--- src/rtl/pulse_spacer_if.sv ---
// Handshake bundle for pulse_spacer: event/clear inputs and spaced-pulse status outputs.
// The testbench or upstream logic drives through master; the spacer attaches to slave.
interface pulse_spacer_if #(
  parameter int CNT_W = 4
);
  logic             i_clr;
  logic             i_evt;
  logic             o_pulse;
  logic [CNT_W-1:0] o_pending;
  logic             o_full;
  logic             o_overflow;
  logic             o_busy;

  modport master (
    output i_clr,
    output i_evt,
    input  o_pulse,
    input  o_pending,
    input  o_full,
    input  o_overflow,
    input  o_busy
  );

  modport slave (
    input  i_clr,
    input  i_evt,
    output o_pulse,
    output o_pending,
    output o_full,
    output o_overflow,
    output o_busy
  );
endinterface

--- src/rtl/pulse_spacer.sv ---
// Rate limiter ahead of a toggle pulse synchronizer: queues event strobes and re-emits
// them as single-cycle pulses at least GAP cycles apart, flagging dropped events.
module pulse_spacer #(
  parameter int GAP   = 3,
  parameter int CNT_W = 4
) (
  input logic          i_clk,
  input logic          i_rst_n,
  pulse_spacer_if.slave bus
);

  localparam int               TMR_W  = (GAP > 1) ? $clog2(GAP) : 1;
  localparam logic [CNT_W-1:0] MAX    = '1;
  localparam logic [TMR_W-1:0] RELOAD = TMR_W'(GAP - 1);

  typedef enum logic [1:0] {
    ST_IDLE,
    ST_HOLDOFF,
    ST_READY
  } state_e;

  logic             pulse_q,    pulse_d;
  logic [CNT_W-1:0] pending_q,  pending_d;
  logic [TMR_W-1:0] timer_q,    timer_d;
  logic             overflow_q, overflow_d;

  state_e state;
  logic   emit;
  logic   accept;

  // The state is a view of counter and timer, so it needs no register of its own.
  always_comb begin
    if (timer_q != '0) begin
      state = ST_HOLDOFF;
    end else if (pending_q != '0) begin
      state = ST_READY;
    end else begin
      state = ST_IDLE;
    end
  end

  // NOTE: every variable gets a default first so no path leaves it unassigned (no latch).
  always_comb begin
    emit       = (state == ST_READY) || ((state == ST_IDLE) && bus.i_evt);
    accept     = bus.i_evt && ((pending_q != MAX) || emit);
    pulse_d    = emit;
    pending_d  = pending_q;
    timer_d    = timer_q;
    overflow_d = overflow_q;

    if (emit) begin
      timer_d = RELOAD;
    end else if (timer_q != '0) begin
      timer_d = timer_q - TMR_W'(1);
    end

    // Accept plus emit in one cycle is a net zero, which also covers the idle bypass.
    if (accept && !emit) begin
      pending_d = pending_q + CNT_W'(1);
    end else if (emit && !accept) begin
      pending_d = pending_q - CNT_W'(1);
    end

    if (bus.i_evt && !accept) begin
      overflow_d = 1'b1;
    end

    if (bus.i_clr) begin
      pulse_d    = 1'b0;
      pending_d  = '0;
      timer_d    = '0;
      overflow_d = 1'b0;
    end
  end

  // NOTE: sequential state uses non-blocking assignments so all flops update together.
  always_ff @(posedge i_clk or negedge i_rst_n) begin
    if (!i_rst_n) begin
      pulse_q    <= 1'b0;
      pending_q  <= '0;
      timer_q    <= '0;
      overflow_q <= 1'b0;
    end else begin
      pulse_q    <= pulse_d;
      pending_q  <= pending_d;
      timer_q    <= timer_d;
      overflow_q <= overflow_d;
    end
  end

  assign bus.o_pulse    = pulse_q;
  assign bus.o_pending  = pending_q;
  assign bus.o_full     = (pending_q == MAX);
  assign bus.o_overflow = overflow_q;
  assign bus.o_busy     = (pending_q != '0) || (timer_q != '0);

endmodule

--- src/flat_wrapper.sv ---
// flat-port wrapper written by rule: the top's interface ports become plain ports
module pulse_spacer_flat 
#(
  parameter int GAP   = 3,
  parameter int CNT_W = 4
)
  (i_clk, i_rst_n, bus_i_clr, bus_i_evt, bus_o_pulse, bus_o_pending, bus_o_full, bus_o_overflow, bus_o_busy);
  pulse_spacer_if #(.CNT_W(CNT_W)) bus_i ();
  input logic i_clk;
  input logic i_rst_n;
  input wire logic [$bits(bus_i.i_clr)-1:0] bus_i_clr;
  input wire logic [$bits(bus_i.i_evt)-1:0] bus_i_evt;
  output wire logic [$bits(bus_i.o_pulse)-1:0] bus_o_pulse;
  output wire logic [$bits(bus_i.o_pending)-1:0] bus_o_pending;
  output wire logic [$bits(bus_i.o_full)-1:0] bus_o_full;
  output wire logic [$bits(bus_i.o_overflow)-1:0] bus_o_overflow;
  output wire logic [$bits(bus_i.o_busy)-1:0] bus_o_busy;
  assign bus_i.i_clr = bus_i_clr;
  assign bus_i.i_evt = bus_i_evt;
  assign bus_o_pulse = bus_i.o_pulse;
  assign bus_o_pending = bus_i.o_pending;
  assign bus_o_full = bus_i.o_full;
  assign bus_o_overflow = bus_i.o_overflow;
  assign bus_o_busy = bus_i.o_busy;
  pulse_spacer #(.GAP(GAP), .CNT_W(CNT_W)) u_core (.i_clk(i_clk), .i_rst_n(i_rst_n), .bus(bus_i));
endmodule
--- config.mk ---
export PLATFORM = sky130hd
export DESIGN_NAME = pulse_spacer_flat
export DESIGN_NICKNAME = d
export VERILOG_FILES = /design/src/rtl/pulse_spacer_if.sv /design/src/rtl/pulse_spacer.sv /design/src/flat_wrapper.sv
export SDC_FILE = /design/constraint.sdc
export NUM_CORES = 1
export LEC_CHECK = 0
export ABC_AREA = 1
export CORE_MARGIN = 2
export CORE_UTILIZATION = 29
export CTS_CLUSTER_DIAMETER = 50
export DETAILED_ROUTE_END_ITERATION = 7
export REMOVE_ABC_BUFFERS = 1
export SYNTH_ARGS = -nofsm -noshare
export SYNTH_HDL_FRONTEND = slang
export SYNTH_SLANG_ARGS = --single-unit
--- constraint.sdc ---
create_clock -name i_clk -period 1.9 [get_ports i_clk]
set_input_delay 0.19 -clock i_clk [delete_from_list [all_inputs] [get_ports i_clk]]
set_output_delay 0.19 -clock i_clk [all_outputs]
set_load 0.05 [all_outputs]
==> impl_metrics.json, run 1 <==
{
  "drv_slew": 0,
  "firstDrtPassIters": 2,
  "ys_seq_area_share_pct": 36.5,
  "max-clock-path-buffers": 2,
  "wirelength_mm": 1.10,
  "insertion_delay_ns": 0.26,
  "grt_usage_pct": 11.7,
  "hold_path_class": "in2async",
  "die_height_um": 47.5,
  "dieArea_mm2": 0.00225,
  "crit_fanout": 7,
  "synthCells": 74,
  "crit_buf_inv": 1,
  "antenna_cells": 0,
  "grt_overflow": 0,
  "cpPeakStageDelay_ns": 0.85,
  "cts-htree-levels": 1,
  "die_w_um": 47.5,
  "yosysWarningCount": 0,
  "rsz0062_at_grt": "false",
  "vias": 500,
  "cts_tree": "built",
  "synth-edff-count": 0,
  "yosysMostFrequentCell": "nand2_1",
  "criticalPathCategory": "reg2out",
  "final_antenna_net_count": 0,
  "powerDensity_mw_per_mm2": 1840,
  "hold_viol": 0,
  "maxCapViolCount": 0,
  "stdcell_area_um2": 734,
  "grt_pass1_vias": 405,
  "drc": 0,
  "vias_per_cell": 4.31,
  "io_pins": 12,
  "cts_hold_buffers": 0,
  "area_growth_pct": 34.0,
  "synth_top_cell_by_area": "dfrtp_1",
  "seq_area_um2": 200,
  "drtIter0Drc": 4,
  "path_clk_slew_ns": 0.06,
  "synth_seq_cells": 8,
  "p_leak_nw": 0.381,
  "status": "complete, no violations",
  "crit_family": "buffers and inverters",
  "max-slew-margin-rel_pct": 66.9,
  "finalSetupViolCount": 0,
  "cts_root_buf": "clkbuf_4",
  "detailed_place_hpwl_um": 899,
  "cts-buffers-inserted": 3,
  "critPathLaunchType": "flop",
  "cp-end-kind": "primary output",
  "drive_above_1_share_pct": 18.7,
  "cts_sinks": 8,
  "clock.fmax_ghz": 0.566,
  "cp_cell_sequence": "clkdlybuf4s50_1",
  "netlist_top_cells_area": "dfrtp_1 (37%), nand2_1 (11%), inv_1 (10%)",
  "synth_top_cells_by_count": "nand2_1 (16), inv_1 (15), nor2_1 (9)",
  "tightest_slew_ns": 0.495,
  "fill_cells": 192,
  "vdd_drop_max_mv": 0.609,
  "antenna_found_initial": 0,
  "grt_max_degree": 9,
  "core_mm2": 0.00175,
  "async_flop_share_pct": 100,
  "syn_avg_cell_area_um2": 7.41,
  "grt_first_pass_wirelength_mm": 1.78,
  "period_share_pct": 93.0,
  "multiInputGateArea_um2": 289,
  "clock_skew_ns": 0.0119,
  "ys.flop_type": "dfrtp_1",
  "place_congestion": 0.805,
  "slowest_stage": "clkdlybuf4s50_1",
  "start_util_pct": 31.4,
  "port_buffers": 11,
  "nNetsFinal": 101,
  "netlist_area_um2": 548,
  "period_minus_slack_ns": 1.77,
  "std_cell_rows": 15,
  "place_area_um2": 707,
  "required_ns": 1.71,
  "synthDistinctLibCells": 18,
  "fin_setup_tns_ns": 0,
  "wl_per_cell_um": 9.45,
  "cp.arrival_ns": 1.58,
  "synth_top_area_share_pct": 36.5
}
-- logic make-up (layout without fill, tap and decap cells) --
family | after synthesis | count (layout) | synth area share (%)
AOI/OAI and AO/OA | 9 | 9 | 11.0
xor gates and xnor gates | 1 | 1 | 1.60
buffers and inverters | 17 | 34 | 11.6
DFF | 8 | 8 | 36.5
adders and majority gates | 4 | 4 | 10.5
and+or+nand+nor | 35 | 35 | 28.8
-- metrics by stage --
stage | worst slack [ns] | total power [W] | hold slack, ns | util (%) | instances
floorplan | -0.0632 | 0.000951 | -0.106 | - | 74
global placement | 0.0583 | 0.00120 | 0.478 | 40.5 | 113
detailed placement | 0.0264 | 0.00122 | 0.487 | 40.5 | 113
CTS | 0.119 | 0.00135 | 0.214 | 41.8 | 116
global route | 0.0572 | 0.00148 | 0.233 | 42.1 | 116
finish | 0.134 | 0.00135 | 0.205 | 42.1 | 116
-- area by class of cell --
cell class,instances,area share [%]
Inverter,17,8.69
Tap cell,25,4.26
Timing Repair Buffer,14,17.4
Multi-Input combinational cell,49,39.4
Sequential cell,8,27.3
Clock buffer,3,3.07
-- layout by cell type (no fill, tap or decap) --
master,synthesis,layout
ha_1,3,2
buf_4,0,5
nand4_1,1,1
clkdlybuf4s50_1,0,9
nand2_2,1,1
a21oi_1,1,1
inv_1,15,15
a21oi_2,1,1
nor2_1,9,8
o21ai_4,1,1
nand3_2,1,1
xnor2_1,1,1
o21ai_1,5,5
inv_2,2,2
ha_2,0,1
clkbuf_4,0,3
fa_1,1,1
nand2_1,16,16
nor2_2,0,1
o21ai_0,1,1
dfrtp_1,8,8
nand3_1,6,6
nor2_4,1,1
-- report_power, final --
group          switching, W  leakage [nW]  internal (W)  total [W]
clock             0.0000598        0.0138     0.0000724   0.000132
combinational      0.000570         0.262      0.000346   0.000916
sequential        0.0000657         0.106      0.000235   0.000300
-- layer usage --
layer	up-vias	track usage, %	wire [um]
met5	-	0	0
met4	0	5.00	21
met3	2	4.53	54
met2	10	17.8	519
met1	223	14.8	501
li1	265	-	-
-- final timing paths --
path                                              start                       to  slack [ns]  cells after the start
worst max-delay path            u_core.bus.o_pending[3]         bus_o_pending[3]        0.13                      1
worst min-delay path                            i_rst_n       u_core.bus.o_pulse        0.21                      1
worst max register to register        u_core.timer_q[0]  u_core.bus.o_pending[3]        0.21                     12
worst min register to register    u_core.bus.o_overflow    u_core.bus.o_overflow        0.50                      2
max in group asynchronous                       i_rst_n  u_core.bus.o_pending[1]        1.42                      1
min in group i_clk                u_core.bus.o_overflow    u_core.bus.o_overflow        0.50                      2
-- timing repair --
action / in CTS / in global routing
resized for setup: 0 / 2
endpoints found under the setup margin: 0 / 1
buffers inserted: 0 / 0
hold endpoints to repair: 0 / 0
-- registers in the layout (all words and copies together), names as in the netlist --
signal and cells:
u_core.bus.o_pulse 1, u_core.timer_q 2, u_core.bus.o_pending 4, u_core.bus.o_overflow 1
Note: power is estimated with default switching activity, not from simulation.
==> inputs of run 2 (changes only) <==
--- a/config.mk
+++ b/config.mk
@@ -6,6 +6,7 @@
 export NUM_CORES = 1
 export LEC_CHECK = 0
 export ABC_AREA = 1
+export ABC_CLOCK_PERIOD_IN_PS = 1900
 export CORE_MARGIN = 2
 export CORE_UTILIZATION = 29
 export CTS_CLUSTER_DIAMETER = 50
==> results of run 2 <==
No change in the layout: final DEF, timing and power equal those of run 1.
==> inputs of run 3 (changes only) <==
--- a/config.mk
+++ b/config.mk
@@ -7,6 +7,7 @@
 export LEC_CHECK = 0
 export ABC_AREA = 1
 export ABC_CLOCK_PERIOD_IN_PS = 1900
+export CAP_MARGIN = 15
 export CORE_MARGIN = 2
 export CORE_UTILIZATION = 29
 export CTS_CLUSTER_DIAMETER = 50
==> results of run 3 <==
No change in the layout: final DEF, timing and power equal those of run 1.
